<file path="src/rtl/sram_arbiter.sv">
// -----------------------------------------------------------------------------
// sram_arbiter
//
// Two-port arbiter and cycle sequencer for the external 256K x 16 asynchronous
// SRAM. Port H (host path) has priority. Port D (DMA/video) is forced through
// after STARVE_LIMIT consecutive H grants that were made while D was waiting.
// This block owns every SRAM control pin, so each requester sees a plain word
// interface.
//
// Requester handshake (both ports):
//   req is raised with we/be/addr/wdata stable and is held until ack. ack is a
//   one-cycle pulse that marks completion; for a read, rdata is valid while ack
//   is high and holds until the next read completes on that port. The requester
//   drops req on the edge after it sees ack. A req still high when the
//   sequencer is back in IDLE is taken as a new request.
//
// Parameters:
//   RD_CYCLES    cycles CS/OE are held low before read data is sampled (1-15)
//   WR_CYCLES    cycles WE is held low (1-15)
//   STARVE_LIMIT consecutive H grants with D waiting before D is forced (1-15)
//
// Ports:
//   clk                      system clock
//   reset                    asynchronous, active-low reset
//   h_req/h_we/h_be/h_addr/h_wdata   host request channel
//   d_req/d_we/d_be/d_addr/d_wdata   DMA request channel
//   h_ack/h_rdata, d_ack/d_rdata     per-port completion and read data
//   sram_addr/sram_dout/sram_din     SRAM address and data pins
//   sram_oe_en                       output enable for the DAT pad drivers
//   ram_cs_n/ram_oe_n/ram_we_n/ram_lb_n/ram_ub_n  SRAM controls, active-low
//   state                            FSM state for the debug header
//
// Every output is driven straight from a register.
// -----------------------------------------------------------------------------
module sram_arbiter #(
    parameter int unsigned RD_CYCLES    = 2,
    parameter int unsigned WR_CYCLES    = 2,
    parameter int unsigned STARVE_LIMIT = 4
) (
    input  logic        clk,
    input  logic        reset,

    input  logic        h_req,
    input  logic        h_we,
    input  logic [1:0]  h_be,
    input  logic [17:0] h_addr,
    input  logic [15:0] h_wdata,
    output logic        h_ack,
    output logic [15:0] h_rdata,

    input  logic        d_req,
    input  logic        d_we,
    input  logic [1:0]  d_be,
    input  logic [17:0] d_addr,
    input  logic [15:0] d_wdata,
    output logic        d_ack,
    output logic [15:0] d_rdata,

    output logic [17:0] sram_addr,
    output logic [15:0] sram_dout,
    input  logic [15:0] sram_din,
    output logic        sram_oe_en,
    output logic        ram_cs_n,
    output logic        ram_oe_n,
    output logic        ram_we_n,
    output logic        ram_lb_n,
    output logic        ram_ub_n,

    output logic [2:0]  state
);

    typedef enum logic [2:0] {
        ST_IDLE   = 3'd0,
        ST_READ   = 3'd1,
        ST_WSETUP = 3'd2,
        ST_WPULSE = 3'd3,
        ST_WHOLD  = 3'd4,
        ST_TURN   = 3'd5
    } state_t;

    localparam logic [3:0] RD_LOAD    = 4'(RD_CYCLES - 1);
    localparam logic [3:0] WR_LOAD    = 4'(WR_CYCLES - 1);
    localparam logic [3:0] STARVE_MAX = 4'(STARVE_LIMIT);

    // Registered state
    state_t      state_q,  state_d;
    logic [3:0]  cnt_q,    cnt_d;
    logic        port_q,   port_d;     // 0 = H, 1 = D
    logic [3:0]  starve_q, starve_d;
    logic [17:0] addr_q,   addr_d;
    logic [15:0] wdata_q,  wdata_d;
    logic        cs_n_q,   cs_n_d;
    logic        oe_n_q,   oe_n_d;
    logic        we_n_q,   we_n_d;
    logic        lb_n_q,   lb_n_d;
    logic        ub_n_q,   ub_n_d;
    logic        oe_en_q,  oe_en_d;
    logic        h_ack_q,  h_ack_d;
    logic        d_ack_q,  d_ack_d;
    logic [15:0] h_rdata_q, h_rdata_d;
    logic [15:0] d_rdata_q, d_rdata_d;

    // Arbitration: D wins when it is alone, or when H has been granted
    // STARVE_LIMIT times in a row while D was waiting.
    logic        pick_d;
    logic        sel_we;
    logic [1:0]  sel_be;
    logic [17:0] sel_addr;
    logic [15:0] sel_wdata;

    assign pick_d    = d_req & (~h_req | (starve_q == STARVE_MAX));
    assign sel_we    = pick_d ? d_we    : h_we;
    assign sel_be    = pick_d ? d_be    : h_be;
    assign sel_addr  = pick_d ? d_addr  : h_addr;
    assign sel_wdata = pick_d ? d_wdata : h_wdata;

    always_ff @(posedge clk or negedge reset) begin
        if (!reset) begin
            state_q   <= ST_IDLE;
            cnt_q     <= 4'd0;
            port_q    <= 1'b0;
            starve_q  <= 4'd0;
            addr_q    <= 18'd0;
            wdata_q   <= 16'd0;
            cs_n_q    <= 1'b1;
            oe_n_q    <= 1'b1;
            we_n_q    <= 1'b1;
            lb_n_q    <= 1'b1;
            ub_n_q    <= 1'b1;
            oe_en_q   <= 1'b0;
            h_ack_q   <= 1'b0;
            d_ack_q   <= 1'b0;
            h_rdata_q <= 16'd0;
            d_rdata_q <= 16'd0;
        end else begin
            state_q   <= state_d;
            cnt_q     <= cnt_d;
            port_q    <= port_d;
            starve_q  <= starve_d;
            addr_q    <= addr_d;
            wdata_q   <= wdata_d;
            cs_n_q    <= cs_n_d;
            oe_n_q    <= oe_n_d;
            we_n_q    <= we_n_d;
            lb_n_q    <= lb_n_d;
            ub_n_q    <= ub_n_d;
            oe_en_q   <= oe_en_d;
            h_ack_q   <= h_ack_d;
            d_ack_q   <= d_ack_d;
            h_rdata_q <= h_rdata_d;
            d_rdata_q <= d_rdata_d;
        end
    end

    always_comb begin
        state_d   = state_q;
        cnt_d     = cnt_q;
        port_d    = port_q;
        starve_d  = starve_q;
        addr_d    = addr_q;
        wdata_d   = wdata_q;
        cs_n_d    = cs_n_q;
        oe_n_d    = oe_n_q;
        we_n_d    = we_n_q;
        lb_n_d    = lb_n_q;
        ub_n_d    = ub_n_q;
        oe_en_d   = oe_en_q;
        h_ack_d   = 1'b0;
        d_ack_d   = 1'b0;
        h_rdata_d = h_rdata_q;
        d_rdata_d = d_rdata_q;

        case (state_q)
            ST_IDLE: begin
                if (h_req || d_req) begin
                    port_d  = pick_d;
                    addr_d  = sel_addr;
                    wdata_d = sel_wdata;
                    // Byte lanes are latched straight into the strobe
                    // registers; be == 2'b00 runs a full cycle with no lane.
                    cs_n_d  = 1'b0;
                    lb_n_d  = ~sel_be[0];
                    ub_n_d  = ~sel_be[1];

                    if (pick_d) begin
                        starve_d = 4'd0;
                    end else if (d_req && (starve_q != STARVE_MAX)) begin
                        starve_d = starve_q + 4'd1;
                    end

                    if (sel_we) begin
                        state_d = ST_WSETUP;
                        we_n_d  = 1'b1;
                        oe_en_d = 1'b1;
                    end else begin
                        state_d = ST_READ;
                        oe_n_d  = 1'b0;
                        cnt_d   = RD_LOAD;
                    end
                end
            end

            ST_READ: begin
                if (cnt_q == 4'd0) begin
                    state_d = ST_TURN;
                    cs_n_d  = 1'b1;
                    oe_n_d  = 1'b1;
                    lb_n_d  = 1'b1;
                    ub_n_d  = 1'b1;
                    if (port_q) begin
                        d_rdata_d = sram_din;
                        d_ack_d   = 1'b1;
                    end else begin
                        h_rdata_d = sram_din;
                        h_ack_d   = 1'b1;
                    end
                end else begin
                    cnt_d = cnt_q - 4'd1;
                end
            end

            ST_WSETUP: begin
                // Address and data have had one cycle to settle before WE falls.
                state_d = ST_WPULSE;
                we_n_d  = 1'b0;
                cnt_d   = WR_LOAD;
            end

            ST_WPULSE: begin
                if (cnt_q == 4'd0) begin
                    state_d = ST_WHOLD;
                    we_n_d  = 1'b1;
                    if (port_q) begin
                        d_ack_d = 1'b1;
                    end else begin
                        h_ack_d = 1'b1;
                    end
                end else begin
                    cnt_d = cnt_q - 4'd1;
                end
            end

            ST_WHOLD: begin
                // Data stays driven for the cycle after WE rises (hold time).
                state_d = ST_TURN;
                cs_n_d  = 1'b1;
                lb_n_d  = 1'b1;
                ub_n_d  = 1'b1;
                oe_en_d = 1'b0;
            end

            ST_TURN: begin
                state_d = ST_IDLE;
            end

            default: begin
                state_d = ST_IDLE;
                cs_n_d  = 1'b1;
                oe_n_d  = 1'b1;
                we_n_d  = 1'b1;
                lb_n_d  = 1'b1;
                ub_n_d  = 1'b1;
                oe_en_d = 1'b0;
            end
        endcase
    end

    assign state      = state_q;
    assign sram_addr  = addr_q;
    assign sram_dout  = wdata_q;
    assign sram_oe_en = oe_en_q;
    assign ram_cs_n   = cs_n_q;
    assign ram_oe_n   = oe_n_q;
    assign ram_we_n   = we_n_q;
    assign ram_lb_n   = lb_n_q;
    assign ram_ub_n   = ub_n_q;
    assign h_ack      = h_ack_q;
    assign d_ack      = d_ack_q;
    assign h_rdata    = h_rdata_q;
    assign d_rdata    = d_rdata_q;

endmodule

</file>
<file path="config.mk">
export PLATFORM = sky130hd
export DESIGN_NAME = sram_arbiter
export DESIGN_NICKNAME = d
export VERILOG_FILES = /design/src/rtl/sram_arbiter.sv
export SDC_FILE = /design/constraint.sdc
export NUM_CORES = 1
export LEC_CHECK = 0
export ABC_AREA = 0
export ABC_CLOCK_PERIOD_IN_PS = 2400
export BUFFER_PORTS_ARGS = -buffer_cell sky130_fd_sc_hd__buf_2
export CAP_MARGIN = 40
export CORE_ASPECT_RATIO = 0.9
export CORE_MARGIN = 2
export CORE_UTILIZATION = 47
export CTS_CLUSTER_DIAMETER = 40
export DETAILED_ROUTE_END_ITERATION = 7
export GPL_TIMING_DRIVEN = 0
export PLACE_DENSITY = 0.89
export SYNTH_ARGS = -nofsm -noshare
export SYNTH_HDL_FRONTEND = slang
export SYNTH_SLANG_ARGS = --single-unit
</file>
<file path="constraint.sdc">
create_clock -name clk -period 2.4 [get_ports clk]
set_clock_uncertainty 0.15 [all_clocks]
set_input_delay 0.12 -clock clk [delete_from_list [all_inputs] [get_ports clk]]
set_output_delay 0.12 -clock clk [all_outputs]
set_load 0.1 [all_outputs]
</file>
==> flow_metrics.py, run 1 <==
metrics = {
    "routing": {
        "firstDrtPassIters": 5,
        "routed_wl_um": 13700,
        "initialDrtViolationCount": 239,
        "drtAntennaViolNets": 0,
        "drc": 0,
        "avgViaCountPerCell": 5.50,
        "vias": 3858,
        "routedWlPerCell_um": 19.6,
    },
    "sta": {
        "grt_setup_unrepaired": "no",
        "max_freq_ghz": 0.432,
        "fin_crit_ps": 2310,
        "finalHoldViolations": 0,
        "final.period_utilization_pct": 96.4,
        "setup_violations": 0,
        "drv_slew": 0,
        "timing.slew.headroom_pct": 65.9,
        "tightest_slew_ps": 515,
    },
    "logic_synthesis": {
        "ys_warn_count": 0,
        "synth_area_um2": 3850,
        "synth-seq-cells": 86,
        "synth_top_cell_by_area": "dfrtp_1",
        "ys_top_cells_by_area": "dfrtp_1, mux2i_1, mux2_2, o21ai_1, nand2_1",
        "yosysSeqAreaShare_pct": 56.0,
        "syn_avg_cell_area_um2": 12.1,
        "synthDistinctLibCells": 43,
        "synth_nets": 416,
        "synth_top_area_share_pct": 52.6,
        "syn_inst": 318,
    },
    "global_routing": {
        "grt_pass1_vias": 4090,
        "grt_max_degree": 54,
        "track_usage_pct": 30.4,
        "grt_overflow": 0,
        "antenna_found_initial": 0,
        "grt_pass1_wl_um": 21100,
    },
    "hold_path": {
        "hold_end": "port_q$_DFFE_PN0P_",
        "hold_path_class": "input pin to register",
        "worstHoldPathCells": 3,
        "hold_start": "h_req",
    },
    "floorplanning": {
        "coreArea_um2": 7990,
        "die_area_um2": 8940,
        "die_h_um": 89.9,
        "die_x_um": 99.5,
        "rows": 31,
        "io_pins": 171,
        "floorplan.initialDensity_pct": 48.2,
    },
    "outcome": {
        "status": "finished, final reports clean",
    },
    "worst_setup_path": {
        "required_ps": 2490,
        "end_kind": "register",
        "reg2reg_slack_ps": 90,
        "start_kind": "register",
        "r2r-end": "sram_dout[8]$_DFFE_PN0P_",
        "r2r-start": "starve_q[1]$_DFFE_PN0P_",
        "path_max_fanout": 10,
        "cp.arrival_ps": 2400,
        "rr_worst_depth": 8,
        "crit_type": "register to register",
    },
    "final_layout": {
        "fin_area_um2": 6060,
        "drive_gt1_share_pct": 42.7,
        "area_growth_pct": 57.3,
        "nFillCells": 447,
        "nets": 695,
        "antenna_cells": 0,
    },
    "cts": {
        "cts.sinks": 86,
        "cts_buffers": 9,
        "cts_buffer_depth": 2,
        "cts_root_buffer": "clkbuf_8",
        "cts_tree": "yes",
        "clk_latency_ps": 360,
        "path_clk_slew_ps": 90,
        "ctsHtreeMaxLevel": 3,
    },
    "placed_design": {
        "place.gp.congestion": 0.791,
        "placed_area_um2": 4860,
        "dp_hpwl_um": 7050,
        "place.port_buffers": 170,
    },
    "job": {
        "maxCapViolCount": 0,
    },
}
-- cell usage after synthesis (all sizes together) --
master / instances
a22o: 2
inv: 5
a21boi: 1
clkbuf: 1
nand4: 1
nand3b: 1
ha: 4
or3: 4
o221ai: 1
buf: 16
a221o: 2
o211ai: 1
mux2i: 37
a31oi: 1
nor3: 4
nor2b: 1
o22a: 2
a21oi: 5
a21bo: 1
nand2b: 2
o22ai: 1
o21ai: 42
nand2: 44
or2: 1
dfstp: 5
nand3: 1
nor2: 7
a32o: 1
and3: 2
mux2: 35
o21a: 2
dfrtp: 81
nor3b: 4
-- worst max path at each step --
| stage | from | to | depth (start not counted) | slack, ps |
|---|---|---|---|---|
| final | starve_q[1]$_DFFE_PN0P_ | sram_dout[8]$_DFFE_PN0P_ | 8 | 90 |
| after global routing | starve_q[0]$_DFFE_PN0P_ | sram_dout[8]$_DFFE_PN0P_ | 8 | 9 |
| after CTS | starve_q[0]$_DFFE_PN0P_ | cnt_q[3]$_DFFE_PN0P_ | 8 | 70 |
| after detailed placement | cnt_q[0]$_DFFE_PN0P_ | h_rdata[11]$_DFFE_PN0P_ | 7 | -50 |
| after global placement | cnt_q[0]$_DFFE_PN0P_ | h_rdata[6]$_DFFE_PN0P_ | 7 | 3 |
| after floorplan | state[1]$_DFFE_PN0P_ | cnt_q[0]$_DFFE_PN0P_ | 5 | 100 |
-- cell type report --
class,instances,area [µm²],share of cell area [%]
Timing Repair Buffer,268,1840,30.3
Buffer,17,134,2.21
Clock buffer,11,151,2.50
Clock inverter,5,66.3,1.09
Inverter,5,18.8,0.310
Tap cell,99,124,2.04
Sequential cell,86,2160,35.7
Multi-Input combinational cell,210,1570,25.9
-- layer usage --
layer	track usage, %	up-vias	share of wire (%)
met5	0	-	0
li1	-	1686	-
met1	35.0	1829	38
met2	52.8	283	48
met3	8.09	60	9.3
met4	13.7	0	4.8
-- registers in the layout, summed over array words and instances, names as in the netlist --
register and count:
sram_addr 18, d_rdata 16, h_rdata 16, sram_dout 16
cnt_q 4, starve_q 4, state 3, d_ack 1
h_ack 1, port_q 1, ram_cs_n 1, ram_lb_n 1
ram_oe_n 1, ram_ub_n 1, ram_we_n 1, sram_oe_en 1
-- stage by stage --
step	cells	setup WS, ps	hold WS [ps]	TNS (ps)	utilization [%]
after floorplan	318	101	-326	0	-
after global placement	587	3.46	203	0	60.5
after detailed placement	588	-54.6	-45.3	-287	60.9
after CTS	697	67.4	46.0	0	75.3
after global routing	701	8.65	91.8	0	75.9
final	701	86.1	85.0	0	75.9
-- layout by cell type, fill, tap and decap left out, drive strengths merged --
cell,synthesis,routed
a21bo,1,1
a21boi,1,1
a21oi,5,5
a221o,2,2
a22o,2,2
a31oi,1,1
a32o,1,1
and3,2,2
buf,16,192
bufinv,0,1
clkbuf,1,12
clkinv,0,2
clkinvlp,0,1
dfrtp,81,81
dfstp,5,5
dlygate4sd3,0,92
ha,4,4
inv,5,6
mux2,35,35
mux2i,37,37
nand2,44,44
nand2b,2,2
nand3,1,1
nand3b,1,1
nand4,1,1
nor2,7,7
nor2b,1,1
nor3,4,4
nor3b,4,4
o211ai,1,1
o21a,2,2
o21ai,42,42
o221ai,1,1
o22a,2,2
o22ai,1,1
or2,1,1
or3,4,4
-- timing repair --
action / 4_1_cts / 5_1_grt
resized for setup: 1 / 5
endpoints found under the hold margin: 154 / 0
setup buffers: 1 / 3
endpoints found under the setup margin: 11 / 11
cloned: 0 / 1
pin swaps: 1 / 2
hold buffers: 92 / 0
-- worst max-delay path: stages (launching register included) --
cell and delay (ps):
dfrtp_1 420, inv_1 70, ha_1 140, nand3b_1 110, a21boi_2 200, buf_2 220
buf_2 350, mux2i_1 400, o21ai_1 130
-- cells by family (layout without fill, tap and decap cells) --
logic type                 Yosys count  count (layout)  share of synthesized area [%]
DFF                                 86              86                           56.0
and+or+nand+nor                     72              72                           9.38
buffers and inverters               22             306                           3.86
AOI/OAI and AO/OA                   62              62                           9.51
muxes                               72              72                           19.9
adders and majority gates            4               4                           1.30
Power of run 1 is not shown: default switching activity piles up to over one toggle a cycle in this logic, so the estimate is an artifact.
==> inputs of run 2 (changes only) <==
--- a/config.mk
+++ b/config.mk
@@ -6,16 +6,16 @@
 export NUM_CORES = 1
 export LEC_CHECK = 0
 export ABC_AREA = 0
-export ABC_CLOCK_PERIOD_IN_PS = 2400
+export ABC_CLOCK_PERIOD_IN_PS = 1900
 export BUFFER_PORTS_ARGS = -buffer_cell sky130_fd_sc_hd__buf_2
 export CAP_MARGIN = 40
 export CORE_ASPECT_RATIO = 0.9
 export CORE_MARGIN = 2
-export CORE_UTILIZATION = 47
+export CORE_UTILIZATION = 43
 export CTS_CLUSTER_DIAMETER = 40
 export DETAILED_ROUTE_END_ITERATION = 7
 export GPL_TIMING_DRIVEN = 0
-export PLACE_DENSITY = 0.89
+export PLACE_DENSITY = 0.86
 export SYNTH_ARGS = -nofsm -noshare
 export SYNTH_HDL_FRONTEND = slang
 export SYNTH_SLANG_ARGS = --single-unit
==> constraint.sdc (replaced) <==
create_clock -name clk -period 1.9 [get_ports clk]
set_clock_uncertainty 0.15 [all_clocks]
set_input_delay 0.095 -clock clk [delete_from_list [all_inputs] [get_ports clk]]
set_output_delay 0.095 -clock clk [all_outputs]
set_load 0.1 [all_outputs]
==> run 2 against run 1 <==
Net effect:
- the flow now finishes with violations (setup timing)
- global-route usage shrank 1.4 points
- final area grew 16%
- critical path depth grew 1
- fmax grew 5.1%
- core utilization grew 5.1 points
- cell count grew 8.6%
- highest routed layer unchanged
==> flow_metrics.py, run 2 (synthesis results as in run 1) <==
metrics = {
    "final_layout": {
        "final_common_cell": "buf_2",
        "largest_reg_flops": 18,
        "drive_gt1_share_pct": 57.1,
        "final_cell_mix": "buf_2, dlygate4sd3_1, dfrtp_1",
        "final_core_util_pct": 81.0,
        "nets": 731,
        "nFillCells": 453,
        "area_growth_pct": 81.7,
    },
    "global_routing": {
        "grt_max_degree": 52,
        "grt_pass1_wl_um": 21900,
        "grt_pass1_vias": 4260,
        "track_usage_pct": 29.1,
        "antenna_found_initial": 0,
        "grt_overflow": 0,
    },
    "floorplanning": {
        "floorplan.initialDensity_pct": 44.6,
        "die_area_um2": 9740,
        "io_pins": 171,
        "die_h_um": 93.8,
        "die_x_um": 104,
        "coreArea_um2": 8650,
        "rows": 32,
    },
    "cts": {
        "ctsHtreeMaxLevel": 3,
        "cts_buffers": 9,
        "cts_tree": "yes",
        "cts_buffer_depth": 2,
        "cts.sinks": 86,
        "clk_latency_ps": 350,
        "cts_root_buffer": "clkbuf_8",
        "path_clk_slew_ps": 100,
    },
    "job": {
        "maxCapViolCount": 0,
    },
    "placed_design": {
        "dp_hpwl_um": 7440,
        "place.port_buffers": 170,
        "place.gp.congestion": 0.810,
    },
    "worst_setup_path": {
        "crit_family": "buffers and inverters",
        "cp.arrival_ps": 2300,
        "path_cells": "inv_2 -> ha_4 -> nor3b_4 -> buf_4 -> nand2_4 -> nor3_4 -> buf_6 -> buf_8 -> mux2_4",
        "path_max_fanout": 5,
        "slowest_stage": "dfrtp_1",
        "crit_type": "register to register",
        "start_kind": "register",
        "required_ps": 2000,
        "critPathBufInv": 4,
        "end_kind": "register",
        "slowest_delay_ps": 420,
    },
    "sta": {
        "fin_crit_ps": 2200,
        "finalHoldViolations": 0,
        "final.period_utilization_pct": 116,
        "setup_slack_ps": -301,
        "grt_setup_unrepaired": "yes",
        "fin_setup_tns_ps": -10030,
        "drv_slew": 0,
        "timing.hold.ws_ps": 82.9,
        "timing.slew.headroom_pct": 64.8,
        "setup_violations": 77,
        "max_freq_ghz": 0.454,
        "tightest_slew_ps": 531,
    },
    "routing": {
        "drtAntennaViolNets": 0,
        "initialDrtViolationCount": 261,
        "vias": 4111,
        "drc": 0,
        "routed_wl_um": 16400,
        "routedWlPerCell_um": 21.6,
        "avgViaCountPerCell": 5.40,
        "firstDrtPassIters": 6,
    },
    "outcome": {
        "violations": "setup timing",
        "status": "finished, violations left",
    },
    "hold_path": {
        "hold_path_class": "input pin to register",
    },
}
-- run 2: cell types whose count changed in the layout (fill, tap and decap cells not counted), sizes merged, moves of 2 or more --
cell / delta
clkbuf: +5
buf: +30
diode: +4
inv: +2
dlygate4sd3: -2
nand2: +2
-- run 2: metal layers --
layer  GRT usage, %  wire, µm  up-vias
li1               -         -     1767
met1           31.8      5860     2012
met2           51.7      8500      264
met3           9.71      1380       68
met4           13.4       681        0
met5              0         0        -
-- run 2: layout make-up --
cell class / instances / area (µm²) / share of cell area [%]
tap: 119 / 149 / 2.13
timing repair buffer: 305 / 2280 / 32.6
inverter: 5 / 18.8 / 0.268
sequential: 86 / 2170 / 31.0
buffer: 14 / 180 / 2.57
clock buffer: 10 / 138 / 1.97
multi-input combinational: 212 / 2000 / 28.6
antenna: 4 / 10.0 / 0.143
clock inverter: 6 / 52.6 / 0.751
-- run 2: tightest hold or removal path, stage by stage --
cell and delay (ps):
buf_2 140, nand2_1 140, a32o_1 180
-- run 2: what timing repair did --
action,4_1_cts,5_1_grt
hold buffers,90,0
cloned,2,8
setup endpoints to repair,79,81
pin swaps,10,39
endpoints found under the hold margin,155,0
setup buffers,29,8
gates resized for setup,30,89
-- run 2: stage by stage --
step	setup slack, ps	cells	area (µm²)
floorplan	-354	318	3970
finish	-301	761	7000
global route	-348	757	6990
CTS	-169	743	6440
detailed placement	-610	608	5000
global placement	-567	607	4970
-- run 2: worst paths after layout --
| check | start | end | slack, ps | cells after the start |
|---|---|---|---|---|
| worst max-delay path | cnt_q[0]$_DFFE_PN0P_ | h_rdata[8]$_DFFE_PN0P_ | -300 | 9 |
| worst min-delay path | h_req | port_q$_DFFE_PN0P_ | 80 | 3 |
| worst max register to register | cnt_q[0]$_DFFE_PN0P_ | h_rdata[8]$_DFFE_PN0P_ | -300 | 9 |
| worst min register to register | sram_addr[0]$_DFFE_PN0P_ | sram_addr[0]$_DFFE_PN0P_ | 340 | 2 |
| max in group asynchronous | reset | sram_addr[1]$_DFFE_PN0P_ | 820 | 3 |
| min in group asynchronous | reset | h_rdata[1]$_DFFE_PN0P_ | 140 | 2 |
Power of run 2 is left out for the same reason.
==> inputs of run 3 (changes only) <==
--- a/config.mk
+++ b/config.mk
@@ -5,13 +5,13 @@
 export SDC_FILE = /design/constraint.sdc
 export NUM_CORES = 1
 export LEC_CHECK = 0
-export ABC_AREA = 0
+export ABC_AREA = 1
 export ABC_CLOCK_PERIOD_IN_PS = 1900
 export BUFFER_PORTS_ARGS = -buffer_cell sky130_fd_sc_hd__buf_2
-export CAP_MARGIN = 40
+export CAP_MARGIN = 20
 export CORE_ASPECT_RATIO = 0.9
 export CORE_MARGIN = 2
-export CORE_UTILIZATION = 43
+export CORE_UTILIZATION = 44
 export CTS_CLUSTER_DIAMETER = 40
 export DETAILED_ROUTE_END_ITERATION = 7
 export GPL_TIMING_DRIVEN = 0
==> run 3 against run 2 <==
Net effect:
- via count is 8.9% higher
- the run now ends clean
- routed wire length is 13% lower
- non-clock buffer count is 32 lower
- core utilization is 12 points lower
- area after synthesis is 8.8% higher
- hold slack worse by 50 ps
- final area is 8.7% lower
- sequential share of layout area is 2.8 points higher
- flip-flop and latch count stayed put
- setup slack better by 430 ps
- global-route usage is 1.6 points lower
- clock-buffer cell count is 1 lower
==> flow_metrics.py, run 3 <==
metrics = {
    "floorplanning": {
        "rows": 33,
        "floorplan.initialDensity_pct": 45.5,
        "io_pins": 171,
        "die_x_um": 107,
        "die_h_um": 96.6,
        "die_area_um2": 10300,
        "coreArea_um2": 9210,
    },
    "final_layout": {
        "fin_area_um2": 6390,
        "final_cells": 871,
        "area_growth_pct": 52.5,
        "drive_gt1_share_pct": 41.0,
        "final_cell_mix": "buf_2, dlygate4sd3_1, nand2_1",
        "largest_reg_flops": 18,
        "final_common_cell": "buf_2",
        "nets": 843,
        "antenna_cells": 0,
        "final_core_util_pct": 69.5,
    },
    "global_routing": {
        "grt_pass1_wl_um": 22300,
        "grt_max_degree": 48,
        "grt_pass1_vias": 4621,
        "grt_overflow": 0,
        "track_usage_pct": 27.4,
        "antenna_found_initial": 0,
    },
    "worst_setup_path": {
        "cp.arrival_ps": 1860,
        "end_kind": "register",
        "crit_type": "register to register",
        "path_max_fanout": 10,
        "required_ps": 1990,
        "start_kind": "register",
    },
    "placed_design": {
        "place_inst": 760,
        "placed_area_um2": 5230,
        "place.port_buffers": 170,
        "place.gp.congestion": 0.865,
        "dp_hpwl_um": 8540,
    },
    "routing": {
        "routed.top_layer": "met4",
        "m1WireLength_um": 5330,
        "vias": 4477,
        "initialDrtViolationCount": 331,
        "wl_met3_um": 1300,
        "routedWlPerCell_um": 16.4,
        "routed_wl_um": 14300,
        "met2WireLength_um": 6980,
        "drtAntennaViolNets": 0,
        "drc": 0,
        "avgViaCountPerCell": 5.14,
        "firstDrtPassIters": 5,
    },
    "logic_synthesis": {
        "synthDistinctLibCells": 32,
        "ys_async_sr_fraction_pct": 100,
        "synthTopCellsByCount": "nand2_1, dfrtp_1, nor2_1, o21ai_2, inv_1",
        "syn_inst": 467,
        "synth_area_um2": 4190,
        "synth-main-ff-cell": "dfrtp_1",
        "yosysSeqAreaShare_pct": 51.5,
        "synth_nets": 565,
        "yosysMostFrequentCell": "nand2_1",
        "synth_top_area_share_pct": 48.3,
        "synth_edf_count": 0,
        "synth-seq-cells": 86,
        "ys_warn_count": 0,
        "ys_top_cells_by_area": "dfrtp_1, o21ai_2, nand2_1, nor2_1, o21ai_1",
        "synth_top_cell_by_area": "dfrtp_1",
        "syn_avg_cell_area_um2": 8.98,
    },
    "cts": {
        "cts_root_buffer": "clkbuf_8",
        "path_clk_slew_ps": 90,
        "cts_buffer_depth": 2,
        "ctsHtreeMaxLevel": 3,
        "cts_tree": "yes",
        "cts_buffers": 9,
        "cts.sinks": 86,
        "clk_latency_ps": 340,
    },
    "sta": {
        "tightest_slew_ps": 542,
        "timing.slew.headroom_pct": 63.8,
        "finalHoldViolations": 0,
        "drv_slew": 0,
        "setup_violations": 0,
        "max_freq_ghz": 0.565,
        "final.period_utilization_pct": 93.2,
        "grt_setup_unrepaired": "yes",
        "fin_crit_ps": 1770,
    },
    "outcome": {
        "status": "finished, final reports clean",
    },
    "hold_path": {
        "hold_path_class": "input pin to register",
    },
    "job": {
        "maxCapViolCount": 0,
    },
}
run 3: changes by cell type in the layout (fill, tap and decap cells not counted), moves of 19 or more:
cell     before  now
inv_1         1   32
nand2_1      12   86
buf_4        31   12
mux2i_1      34    0
o21ai_2      15   40
nor2_1        6   61
mux2_4       20    0
run 3: cell type report:
class	count	area, µm²
multi-input cells	317	1720
fillers	624	2810
flip-flops and latches	86	2160
clock buffers	9	124
well taps	122	153
inverters	44	178
plain buffers	20	186
repair buffers	267	1820
clock inverters	6	48.8
run 3: path summary, 6_finish.rpt:
kind                       cells past startpoint                   endpoint  slack (ps)                     from
max                                            9  sram_addr[13]$_DFFE_PN0P_         130  starve_q[0]$_DFFE_PN0P_
min                                            4         port_q$_DFFE_PN0P_          30                    h_req
max reg2reg                                    9  sram_addr[13]$_DFFE_PN0P_         130  starve_q[0]$_DFFE_PN0P_
min reg2reg                                    2       ram_cs_n$_DFFE_PN1P_         320     ram_cs_n$_DFFE_PN1P_
max in group asynchronous                      3   sram_addr[7]$_DFFE_PN0P_         840                    reset
min in group asynchronous                      2     h_rdata[0]$_DFFE_PN0P_         140                    reset
run 3: logic make-up after synthesis:
group                      Yosys count  synth area share (%)
and+or+nand+nor                    197                  21.7
AOI/OAI and AO/OA                  114                  17.2
DFF                                 86                  51.5
buffers and inverters               64                  8.02
adders and majority gates            4                  1.19
xor gates and xnor gates             2                 0.418
run 3: per-layer routing:
| layer | global-route usage [%] | up-vias |
|---|---|---|
| li1 | - | 2055 |
| met1 | 31.6 | 2104 |
| met5 | 0 | - |
| met4 | 14.0 | 0 |
| met3 | 7.28 | 63 |
| met2 | 46.7 | 255 |
run 3: what timing repair did:
item                                    4_1_cts  5_1_grt
pin swaps                                     0        2
endpoints found under the setup margin        5       41
hold buffers                                 89        0
endpoints found under the hold margin       107        0
setup buffers                                 0        6
resized for setup                             1       21
gates cloned                                  0        1
run 3: per-stage QoR:
stage / TNS (ps) / hold slack, ps / worst slack, ps
6_report: 0 / 32.7 / 130
5_1_grt: -4.70 / 58.9 / -3.10
4_1_cts: 0 / 11.1 / 54.9
3_5_place_dp: -10.5 / -28.8 / -10.5
3_3_place_gp: -8500 / 202 / -249
2_1_floorplan: 0 / -351 / 99.4
run 3: worst max-delay path, cell delays in order, from the launching register on:
cell      delay, ps
dfrtp_1         400
inv_1           100
ha_1            150
nand3_1          90
nand2_2         110
nand2_2         100
buf_6           160
clkbuf_4        200
nor2_1          140
o21ai_2          80
Power of run 3 is left out for the same reason.
